File: config.mk
export PLATFORM = sky130hd
export DESIGN_NAME = alu_arbiter_flat
export DESIGN_NICKNAME = d
export VERILOG_FILES = /design/src/rtl/alu_arbiter_if.sv /design/src/rtl/alu_arbiter.sv /design/src/flat_wrapper.sv
export SDC_FILE = /design/constraint.sdc
export NUM_CORES = 1
export LEC_CHECK = 0
export ABC_CLOCK_PERIOD_IN_PS = 4600
export BUFFER_PORTS_ARGS = -buffer_cell sky130_fd_sc_hd__clkbuf_2
export CORE_AREA = 4 4 135 137
export CTS_BUF_LIST = sky130_fd_sc_hd__clkbuf_2
export DETAILED_ROUTE_END_ITERATION = 10
export DIE_AREA = 0 0 139 141
export GPL_ROUTABILITY_DRIVEN = 0
export GPL_TIMING_DRIVEN = 0
export PLACE_DENSITY = 0.63
export REMOVE_ABC_BUFFERS = 1
export SETUP_SLACK_MARGIN = 0.5
export SKIP_LAST_GASP = 1
export SYNTH_ARGS = -nofsm -noshare
export SYNTH_HDL_FRONTEND = slang
export SYNTH_SLANG_ARGS = --single-unit
export TNS_END_PERCENT = 30
File: constraint.sdc
create_clock -name clk -period 4.6 [get_ports clk]
set_input_delay 0 -clock clk [delete_from_list [all_inputs] [get_ports clk]]
set_output_delay 0 -clock clk [all_outputs]
set_load 0.005 [all_outputs]
File: src/rtl/alu_arbiter_if.sv
// alu_arbiter_if
// Bundles every handshake and datapath signal of alu_arbiter.
//   req0/req1 : request channel (valid/ready, op, operands a/b)
//   rsp0/rsp1 : response channel (valid/ready, result, zero, err)
//   alu_*     : registered operands/op towards the shared ALU and its
//               combinational result/zero flag coming back
// Modports:
//   slave  : the arbiter itself
//   master : the surrounding environment (both requesters plus the ALU)
interface alu_arbiter_if #(
    parameter int WIDTH = 32
);
    logic             req0_valid;
    logic             req0_ready;
    logic [3:0]       req0_op;
    logic [WIDTH-1:0] req0_a;
    logic [WIDTH-1:0] req0_b;

    logic             req1_valid;
    logic             req1_ready;
    logic [3:0]       req1_op;
    logic [WIDTH-1:0] req1_a;
    logic [WIDTH-1:0] req1_b;

    logic             rsp0_valid;
    logic             rsp0_ready;
    logic [WIDTH-1:0] rsp0_result;
    logic             rsp0_zero;
    logic             rsp0_err;

    logic             rsp1_valid;
    logic             rsp1_ready;
    logic [WIDTH-1:0] rsp1_result;
    logic             rsp1_zero;
    logic             rsp1_err;

    logic [WIDTH-1:0] alu_in1;
    logic [WIDTH-1:0] alu_in2;
    logic [3:0]       alu_control;
    logic [WIDTH-1:0] alu_result;
    logic             alu_zero;

    modport slave (
        input  req0_valid, req0_op, req0_a, req0_b,
        output req0_ready,
        input  req1_valid, req1_op, req1_a, req1_b,
        output req1_ready,
        output rsp0_valid, rsp0_result, rsp0_zero, rsp0_err,
        input  rsp0_ready,
        output rsp1_valid, rsp1_result, rsp1_zero, rsp1_err,
        input  rsp1_ready,
        output alu_in1, alu_in2, alu_control,
        input  alu_result, alu_zero
    );

    modport master (
        output req0_valid, req0_op, req0_a, req0_b,
        input  req0_ready,
        output req1_valid, req1_op, req1_a, req1_b,
        input  req1_ready,
        input  rsp0_valid, rsp0_result, rsp0_zero, rsp0_err,
        output rsp0_ready,
        input  rsp1_valid, rsp1_result, rsp1_zero, rsp1_err,
        output rsp1_ready,
        input  alu_in1, alu_in2, alu_control,
        output alu_result, alu_zero
    );
endinterface

File: src/rtl/alu_arbiter.sv
// alu_arbiter
// Shares one external combinational ALU between two requesters. A request
// is granted round-robin, its op/operands are registered onto the ALU, the
// result and zero flag are captured one cycle later and returned on the
// owner's response channel. One operation is in flight at a time.
// Ports:
//   clk   : rising-edge clock
//   rst_n : asynchronous active-low reset
//   bus   : alu_arbiter_if.slave (request, response and ALU signals)
//
// state | meaning
// ------+--------------------------------------------------------------
// IDLE  | waiting for a request; ready offered to the granted requester
// EXEC  | ALU settling on registered operands; result captured at edge
// RESP  | response valid to owner, held until the owner takes it
module alu_arbiter #(
    parameter int WIDTH = 32
) (
    input  logic         clk,
    input  logic         rst_n,
    alu_arbiter_if.slave bus
);

    typedef enum logic [1:0] {
        IDLE = 2'd0,
        EXEC = 2'd1,
        RESP = 2'd2
    } state_t;

    localparam logic [3:0] OP_ADD = 4'b0010;
    localparam logic [3:0] OP_MAX = 4'b1001;

    state_t           state;
    logic             rr_ptr;
    logic             owner;
    logic             err_pend;

    logic [WIDTH-1:0] alu_in1_q;
    logic [WIDTH-1:0] alu_in2_q;
    logic [3:0]       alu_control_q;

    logic             rsp0_valid_q;
    logic [WIDTH-1:0] rsp0_result_q;
    logic             rsp0_zero_q;
    logic             rsp0_err_q;
    logic             rsp1_valid_q;
    logic [WIDTH-1:0] rsp1_result_q;
    logic             rsp1_zero_q;
    logic             rsp1_err_q;

    logic             grant;
    logic             accept;
    logic [3:0]       sel_op;
    logic [WIDTH-1:0] sel_a;
    logic [WIDTH-1:0] sel_b;

    // rr_ptr only breaks ties; a lone requester is always granted.
    always_comb begin
        grant = 1'b0;
        if (bus.req0_valid && bus.req1_valid) begin
            grant = rr_ptr;
        end else if (bus.req1_valid) begin
            grant = 1'b1;
        end
    end

    // Ready depends on valid so an idle block with no requests shows ready=0.
    assign bus.req0_ready = (state == IDLE) && bus.req0_valid && !grant;
    assign bus.req1_ready = (state == IDLE) && bus.req1_valid && grant;
    assign accept         = bus.req0_ready || bus.req1_ready;

    assign sel_op = grant ? bus.req1_op : bus.req0_op;
    assign sel_a  = grant ? bus.req1_a  : bus.req0_a;
    assign sel_b  = grant ? bus.req1_b  : bus.req0_b;

    always_ff @(posedge clk or negedge rst_n) begin
        if (!rst_n) begin
            state         <= IDLE;
            rr_ptr        <= 1'b0;
            owner         <= 1'b0;
            err_pend      <= 1'b0;
            alu_in1_q     <= '0;
            alu_in2_q     <= '0;
            alu_control_q <= 4'b0000;
            rsp0_valid_q  <= 1'b0;
            rsp0_result_q <= '0;
            rsp0_zero_q   <= 1'b0;
            rsp0_err_q    <= 1'b0;
            rsp1_valid_q  <= 1'b0;
            rsp1_result_q <= '0;
            rsp1_zero_q   <= 1'b0;
            rsp1_err_q    <= 1'b0;
        end else begin
            case (state)
                IDLE: begin
                    if (accept) begin
                        owner  <= grant;
                        rr_ptr <= ~grant;
                        if (sel_op <= OP_MAX) begin
                            alu_control_q <= sel_op;
                            alu_in1_q     <= sel_a;
                            alu_in2_q     <= sel_b;
                            err_pend      <= 1'b0;
                        end else begin
                            // Unsupported code: park the ALU on a harmless
                            // 0+0 and remember to flag the response.
                            alu_control_q <= OP_ADD;
                            alu_in1_q     <= '0;
                            alu_in2_q     <= '0;
                            err_pend      <= 1'b1;
                        end
                        state <= EXEC;
                    end
                end

                EXEC: begin
                    // Error responses are forced rather than taken from the
                    // ALU so they do not depend on the external ALU's 0+0.
                    if (!owner) begin
                        rsp0_result_q <= err_pend ? '0 : bus.alu_result;
                        rsp0_zero_q   <= err_pend ? 1'b1 : bus.alu_zero;
                        rsp0_err_q    <= err_pend;
                        rsp0_valid_q  <= 1'b1;
                    end else begin
                        rsp1_result_q <= err_pend ? '0 : bus.alu_result;
                        rsp1_zero_q   <= err_pend ? 1'b1 : bus.alu_zero;
                        rsp1_err_q    <= err_pend;
                        rsp1_valid_q  <= 1'b1;
                    end
                    state <= RESP;
                end

                RESP: begin
                    if (!owner && bus.rsp0_ready) begin
                        rsp0_valid_q <= 1'b0;
                        state        <= IDLE;
                    end else if (owner && bus.rsp1_ready) begin
                        rsp1_valid_q <= 1'b0;
                        state        <= IDLE;
                    end
                end

                default: begin
                    state <= IDLE;
                end
            endcase
        end
    end

    assign bus.alu_in1     = alu_in1_q;
    assign bus.alu_in2     = alu_in2_q;
    assign bus.alu_control = alu_control_q;

    assign bus.rsp0_valid  = rsp0_valid_q;
    assign bus.rsp0_result = rsp0_result_q;
    assign bus.rsp0_zero   = rsp0_zero_q;
    assign bus.rsp0_err    = rsp0_err_q;
    assign bus.rsp1_valid  = rsp1_valid_q;
    assign bus.rsp1_result = rsp1_result_q;
    assign bus.rsp1_zero   = rsp1_zero_q;
    assign bus.rsp1_err    = rsp1_err_q;

endmodule

File: src/flat_wrapper.sv
// flat-port wrapper written by rule: the top's interface ports become plain ports
module alu_arbiter_flat 
#(
    parameter int WIDTH = 32
)
  (clk, rst_n, bus_req0_valid, bus_req0_op, bus_req0_a, bus_req0_b, bus_req0_ready, bus_req1_valid, bus_req1_op, bus_req1_a, bus_req1_b, bus_req1_ready, bus_rsp0_valid, bus_rsp0_result, bus_rsp0_zero, bus_rsp0_err, bus_rsp0_ready, bus_rsp1_valid, bus_rsp1_result, bus_rsp1_zero, bus_rsp1_err, bus_rsp1_ready, bus_alu_in1, bus_alu_in2, bus_alu_control, bus_alu_result, bus_alu_zero);
  alu_arbiter_if #(.WIDTH(WIDTH)) bus_i ();
  input  logic clk;
  input  logic rst_n;
  input wire logic [$bits(bus_i.req0_valid)-1:0] bus_req0_valid;
  input wire logic [$bits(bus_i.req0_op)-1:0] bus_req0_op;
  input wire logic [$bits(bus_i.req0_a)-1:0] bus_req0_a;
  input wire logic [$bits(bus_i.req0_b)-1:0] bus_req0_b;
  output wire logic [$bits(bus_i.req0_ready)-1:0] bus_req0_ready;
  input wire logic [$bits(bus_i.req1_valid)-1:0] bus_req1_valid;
  input wire logic [$bits(bus_i.req1_op)-1:0] bus_req1_op;
  input wire logic [$bits(bus_i.req1_a)-1:0] bus_req1_a;
  input wire logic [$bits(bus_i.req1_b)-1:0] bus_req1_b;
  output wire logic [$bits(bus_i.req1_ready)-1:0] bus_req1_ready;
  output wire logic [$bits(bus_i.rsp0_valid)-1:0] bus_rsp0_valid;
  output wire logic [$bits(bus_i.rsp0_result)-1:0] bus_rsp0_result;
  output wire logic [$bits(bus_i.rsp0_zero)-1:0] bus_rsp0_zero;
  output wire logic [$bits(bus_i.rsp0_err)-1:0] bus_rsp0_err;
  input wire logic [$bits(bus_i.rsp0_ready)-1:0] bus_rsp0_ready;
  output wire logic [$bits(bus_i.rsp1_valid)-1:0] bus_rsp1_valid;
  output wire logic [$bits(bus_i.rsp1_result)-1:0] bus_rsp1_result;
  output wire logic [$bits(bus_i.rsp1_zero)-1:0] bus_rsp1_zero;
  output wire logic [$bits(bus_i.rsp1_err)-1:0] bus_rsp1_err;
  input wire logic [$bits(bus_i.rsp1_ready)-1:0] bus_rsp1_ready;
  output wire logic [$bits(bus_i.alu_in1)-1:0] bus_alu_in1;
  output wire logic [$bits(bus_i.alu_in2)-1:0] bus_alu_in2;
  output wire logic [$bits(bus_i.alu_control)-1:0] bus_alu_control;
  input wire logic [$bits(bus_i.alu_result)-1:0] bus_alu_result;
  input wire logic [$bits(bus_i.alu_zero)-1:0] bus_alu_zero;
  assign bus_i.req0_valid = bus_req0_valid;
  assign bus_i.req0_op = bus_req0_op;
  assign bus_i.req0_a = bus_req0_a;
  assign bus_i.req0_b = bus_req0_b;
  assign bus_req0_ready = bus_i.req0_ready;
  assign bus_i.req1_valid = bus_req1_valid;
  assign bus_i.req1_op = bus_req1_op;
  assign bus_i.req1_a = bus_req1_a;
  assign bus_i.req1_b = bus_req1_b;
  assign bus_req1_ready = bus_i.req1_ready;
  assign bus_rsp0_valid = bus_i.rsp0_valid;
  assign bus_rsp0_result = bus_i.rsp0_result;
  assign bus_rsp0_zero = bus_i.rsp0_zero;
  assign bus_rsp0_err = bus_i.rsp0_err;
  assign bus_i.rsp0_ready = bus_rsp0_ready;
  assign bus_rsp1_valid = bus_i.rsp1_valid;
  assign bus_rsp1_result = bus_i.rsp1_result;
  assign bus_rsp1_zero = bus_i.rsp1_zero;
  assign bus_rsp1_err = bus_i.rsp1_err;
  assign bus_i.rsp1_ready = bus_rsp1_ready;
  assign bus_alu_in1 = bus_i.alu_in1;
  assign bus_alu_in2 = bus_i.alu_in2;
  assign bus_alu_control = bus_i.alu_control;
  assign bus_i.alu_result = bus_alu_result;
  assign bus_i.alu_zero = bus_alu_zero;
  alu_arbiter #(.WIDTH(WIDTH)) u_core (.clk(clk), .rst_n(rst_n), .bus(bus_i));
endmodule
# Word level (Yosys, flattened, before mapping)
# Index checks and enable logic that the tools add are counted.
[classes] eq_ne=9 n_lt_le_gt_ge=1 n_reduce_logical=18 muxes=22 bitwise=2
[ops] cell="$mux 32" count=5
[ops] cell="$mux 1" count=9
[ops] cell="$mux 4" count=2
[ops] cell="$ne 2x1->1 const B" count=4
[ops] cell="$reduce_and 2->1" count=4
[ops] cell="$logic_and 1x1->1" count=7
[ops] cell="$mux 2" count=3
[ops] cell="$pmux 2 s3" count=1
[ops] cell="$le 4x4->1 const B" count=1
[ops] cell="$ne 2x2->1 const B" count=2
[ops] cell="$pmux 1 s2" count=2
[ops] cell="$reduce_and 4->1" count=1
[ops] cell="$ne 3x1->1 const B" count=1
[ops] cell="$reduce_and 3->1" count=1
[ops] cell="$eq 2x1->1 const B" count=1
[ops] cell="$eq 2x2->1 const B" count=1
[ops] cell="$logic_not 1->1" count=2
[ops] cell="$logic_not 2->1" count=1
[ops] cell="$not 1->1" count=2
[ops] cell="$reduce_bool 2->1" count=1
[ops] cell="$logic_or 1x1->1" count=1
[totals] word_cells=67 out_inout_bits=140 inputBits=175 ff_bits=143

# Logic depth before layout (Yosys ltp)
[logic_depth] ltp_word=7 depth_mapped=7 ltp_nobuf=6

# Worst setup path after synthesis
# OpenSTA, ideal clock, no wires.
[synth_timing] path_type="reg2reg" from="register u_core.state[0]" to="register u_core.alu_in1_q[10] (netlist: u_core.bus.alu_in1[10])" setup_ps=83 arrival_time_ps=1421 required_ps=4517 period_less_slack_ps=1504 stages_incl_launch_ff=8 path_buffers=1 path_slack_ps=3096 cell_sequence="dfrtp_1 > inv_1 > ha_1 > inv_1 > nor2_2 > buf_2 > o221ai_1 > o21ai_0"
[synth_via] elab_chain_len=5 word_cells_on_any_way=7 classes_between="reduce/logical: 7"
[synth_rtl] element="from (decl)" line="alu_arbiter.sv:33" source="state_t state;"
[synth_rtl] element="from (signal assigned)" line="alu_arbiter.sv:78" source="state <= IDLE;"
[synth_rtl] element="from (signal assigned)" line="alu_arbiter.sv:112" source="state <= EXEC;"
[synth_rtl] element="from (signal assigned)" line="alu_arbiter.sv:130" source="state <= RESP;"
[synth_rtl] element="$logic_not 2->1 (*)" line="alu_arbiter.sv:68, alu_arbiter.sv:69, alu_arbiter.sv:94"
[synth_rtl] element="$logic_and 1x1->1, on equally long branches (2 in a row)" line="alu_arbiter.sv:68, alu_arbiter.sv:69"
[synth_rtl] element="$logic_or 1x1->1" line="alu_arbiter.sv:70" source="assign accept = bus.req0_ready || bus.req1_ready;"
[synth_rtl] element="$reduce_and 2->1 (no source line) (*)"
[synth_rtl] element="to (signal assigned)" line="alu_arbiter.sv:101" source="alu_in1_q <= sel_a;"
[synth_rtl] element="to (decl)" line="alu_arbiter.sv:38" source="logic [WIDTH-1:0] alu_in1_q;"
# Every way passes the cells marked *; elsewhere a longest branch is shown, timed or not.
# A chain may end at the register's enable or synchronous reset.

# Worst setup path after layout
[layout_timing] from="register u_core.state[1]" to="register u_core.alu_in1_q[0] (netlist: u_core.bus.alu_in1[0])"
# Same word-level chain as after synthesis.

==> impl_metrics.py <==
metrics = {
    "grt": {
        "grt_remaining_overflow": 0,
        "grt_pass1_vias": 7357,
        "grt_max_degree": 84,
        "grt_pass1_wl_mm": 37.8,
        "antenna_found_initial": 3,
        "grt_usage": 0.237,
    },
    "worst_setup_path": {
        "path_buf_inv": 5,
        "path_class": "flop to flop",
        "cp-startpoint": "u_core.state[1]$_DFFE_PN0P_",
        "worst_setup_path_start_kind": "flop",
        "cp_slowest_stage_delay_ps": 620,
        "critPathSlowestCell": "nor2_4",
        "critical_path.top_delay_family": "buffers and inverters",
        "arrival_ps": 4200,
        "crit_chain": "inv_1 -> ha_1 -> inv_1 -> nor2_4 -> buf_12 -> o221ai_1 -> dlygate4sd3_1 -> o21ai_0 -> dlygate4sd3_1",
        "r2r_start": "u_core.state[1]$_DFFE_PN0P_",
        "crit_required_ps": 5240,
        "end_kind": "flop",
        "path_max_fanout": 41,
    },
    "clock_tree": {
        "cts_max_level": 4,
        "holdBufCountCts": 214,
        "cts_tree": "done",
        "path_clk_slew_ps": 240,
        "clock-sinks": 143,
        "clk_path_buf_depth": 2,
        "cts_setup_buffers": 0,
        "clockRootBuffer": "clkbuf_2",
        "cts.repair.resized": 0,
        "worstSkewPairLatency_ps": 710,
        "numCtsBuffers": 17,
    },
    "drt": {
        "num_vias": 6881,
        "vias_per_cell": 5.07,
        "final_antenna_net_count": 0,
        "drcViolationCount": 0,
        "dr.pass1.iters": 4,
        "wl_per_cell_microns": 17.3,
        "drt_iter0_markers": 204,
        "wl_mm": 23.5,
    },
    "layout": {
        "synthToLayoutAreaGrowth_pct": 66.1,
        "drive_gt1_frac": 0.368,
        "nets": 1298,
        "final_util": 0.620,
        "fill_cells": 1370,
    },
    "sta": {
        "fin_crit_sh": 0.774,
        "fin_tns_setup_ps": 0,
        "rsz0062_at_grt": "no",
        "setup_viol": 0,
        "relSlewSlack": 0.275,
        "hold_violations": 0,
        "fin_skew_ps": 28.5,
        "period_needed_ps": 3560,
        "fmax_mhz": 281,
        "tightest_slew_ps": 1090,
        "final_max_slew_viol_count": 0,
    },
    "worst_hold_path": {
        "min_from": "bus_alu_result[14]",
        "hold_path_class": "input pin to flop",
    },
    "placed_design": {
        "dp_hpwl_mm": 14.2,
        "port_buffers": 314,
    },
    "logic_synthesis": {
        "yosysSeqAreaShare": 0.562,
        "syn_inst": 614,
        "avgSynthCellArea_sq_um": 10.4,
        "synth_area_leaders": "dfrtp_1, o221ai_1, nand2_1",
        "syn_area_sq_um": 6370,
        "ys_ff_latch": 143,
        "yosys.area.top_type": "dfrtp_1",
        "synth_cell_types": 31,
        "yosysTopAreaCellShare": 0.562,
        "yosysWarnings": 0,
    },
    "die": {
        "coreArea_sq_um": 17100,
        "die_area_sq_um": 19600,
        "ios": 315,
        "fp-row-count": 48,
        "initial_utilization": 0.374,
        "die_x_microns": 139,
        "fp.dieH_microns": 141,
    },
    "power_and_ir_drop": {
        "p_per_area_nw_per_um2": 562,
        "p_leak_nw": 5.04,
        "ir_worst_vdd_mv": 0.278,
    },
    "outcome": {
        "status": "completed",
    },
    "job": {
        "maxCapViolCount": 0,
    },
}
placed cells by master (no fill, tap or decap), types with 2 or more instances in the layout:
master,n
o21ai_1,2
clkbuf_2,331
nand3_1,2
o21ai_2,50
a21oi_1,6
o21ai_0,85
ha_1,5
dfrtp_1,143
inv_1,3
a31oi_1,4
nor2_1,8
buf_12,5
clkinvlp_4,4
nand2b_2,2
inv_6,3
clkinv_2,2
nand2b_1,32
nand2_2,2
diode_2,3
nand2_1,138
buf_16,6
mux2_2,3
o221ai_1,65
dlygate4sd3_1,213
bufinv_16,2
registers in the layout (all words and copies together), names as in the netlist:
register / flops
u_core.owner: 1
u_core.bus.rsp1_zero: 1
u_core.bus.rsp0_valid: 1
u_core.bus.rsp1_err: 1
u_core.bus.rsp1_valid: 1
u_core.bus.alu_in1: 32
u_core.err_pend: 1
u_core.bus.rsp1_result: 32
u_core.bus.alu_in2: 32
u_core.bus.rsp0_result: 32
u_core.bus.rsp0_zero: 1
u_core.bus.alu_control: 4
u_core.bus.rsp0_err: 1
u_core.rr_ptr: 1
u_core.state: 2
cell families (layout without fill, tap and decap cells):
family | count (synthesis) | count (layout) | synth area share
buffers and inverters | 56 | 572 | 0.0520
DFF | 143 | 143 | 0.562
adders and majority gates | 5 | 5 | 0.00982
AOI/OAI and AO/OA | 216 | 216 | 0.239
other | 0 | 3 | 0
muxes | 5 | 5 | 0.00844
and+or+nand+nor | 189 | 189 | 0.129
through the flow:
stage,area (sq um),hold slack (ps),worst slack (ps),cells,total power [mW]
6_report,10600,82.4,1040,1358,5.95
5_1_grt,10600,39.1,852,1358,6.41
4_1_cts,10600,1.74,1070,1355,5.90
3_5_place_dp,8190,26.1,1650,1110,4.55
3_3_place_gp,7900,267,-3730,1100,4.43
2_1_floorplan,6050,-296,-1520,561,3.36
worst paths after layout:
path                                                          end  cells past startpoint  slack (ps)
setup / recovery                u_core.bus.alu_in1[0]$_DFFE_PN0P_                      9        1040
min in group asynchronous  u_core.bus.rsp0_result[25]$_DFFE_PN0P_                      4         370
max in group asynchronous       u_core.bus.alu_in1[6]$_DFFE_PN0P_                      4        3790
hold reg to reg             u_core.bus.rsp1_result[6]$_DFFE_PN0P_                      2         510
setup reg to reg                u_core.bus.alu_in1[0]$_DFFE_PN0P_                      9        1040
hold / removal             u_core.bus.rsp1_result[14]$_DFFE_PN0P_                      4          80
Yosys cell counts (all sizes together):
library cell	instances
nand2	141
nor2	9
dfrtp	143
ha	5
nand4	1
a21oi	6
mux2i	2
inv	3
o221ai	65
a21o	1
buf	29
mux2	3
clkbuf	24
a31oi	4
o21ai	138
nand3b	1
o22ai	1
a22oi	1
nand4b	1
nand2b	34
nand3	2
worst min-delay path, stage by stage:
cell	delay, ps
dlygate4sd3_1	540
clkbuf_2	100
nand2b_1	70
o21ai_0	80
per-layer routing:
metal  part of all wire  global-route usage  vias up
li1                   -                   -     3205
met1               0.39               0.278     3262
met4              0.043               0.115        0
met3              0.081              0.0672       68
met5                  0                   0        -
met2               0.49               0.402      346
where the power goes:
part           switching, mW  internal [mW]
Combinational           1.48           1.55
Clock                  0.490          0.249
Sequential             0.364           1.82
Total                   2.33           3.62
area by class of cell:
cell class	instances	area [sq um]	share of cell area
repair buffers	538	3980	0.376
well taps	225	282	0.0266
clock inverters	13	139	0.0131
clock buffers	18	90.1	0.00851
inverters	3	11.3	0.00106
multi-input cells	415	2500	0.236
flip-flops and latches	143	3580	0.338
diodes	3	7.51	0.000709
Note: power is estimated with default switching activity, not from simulation.
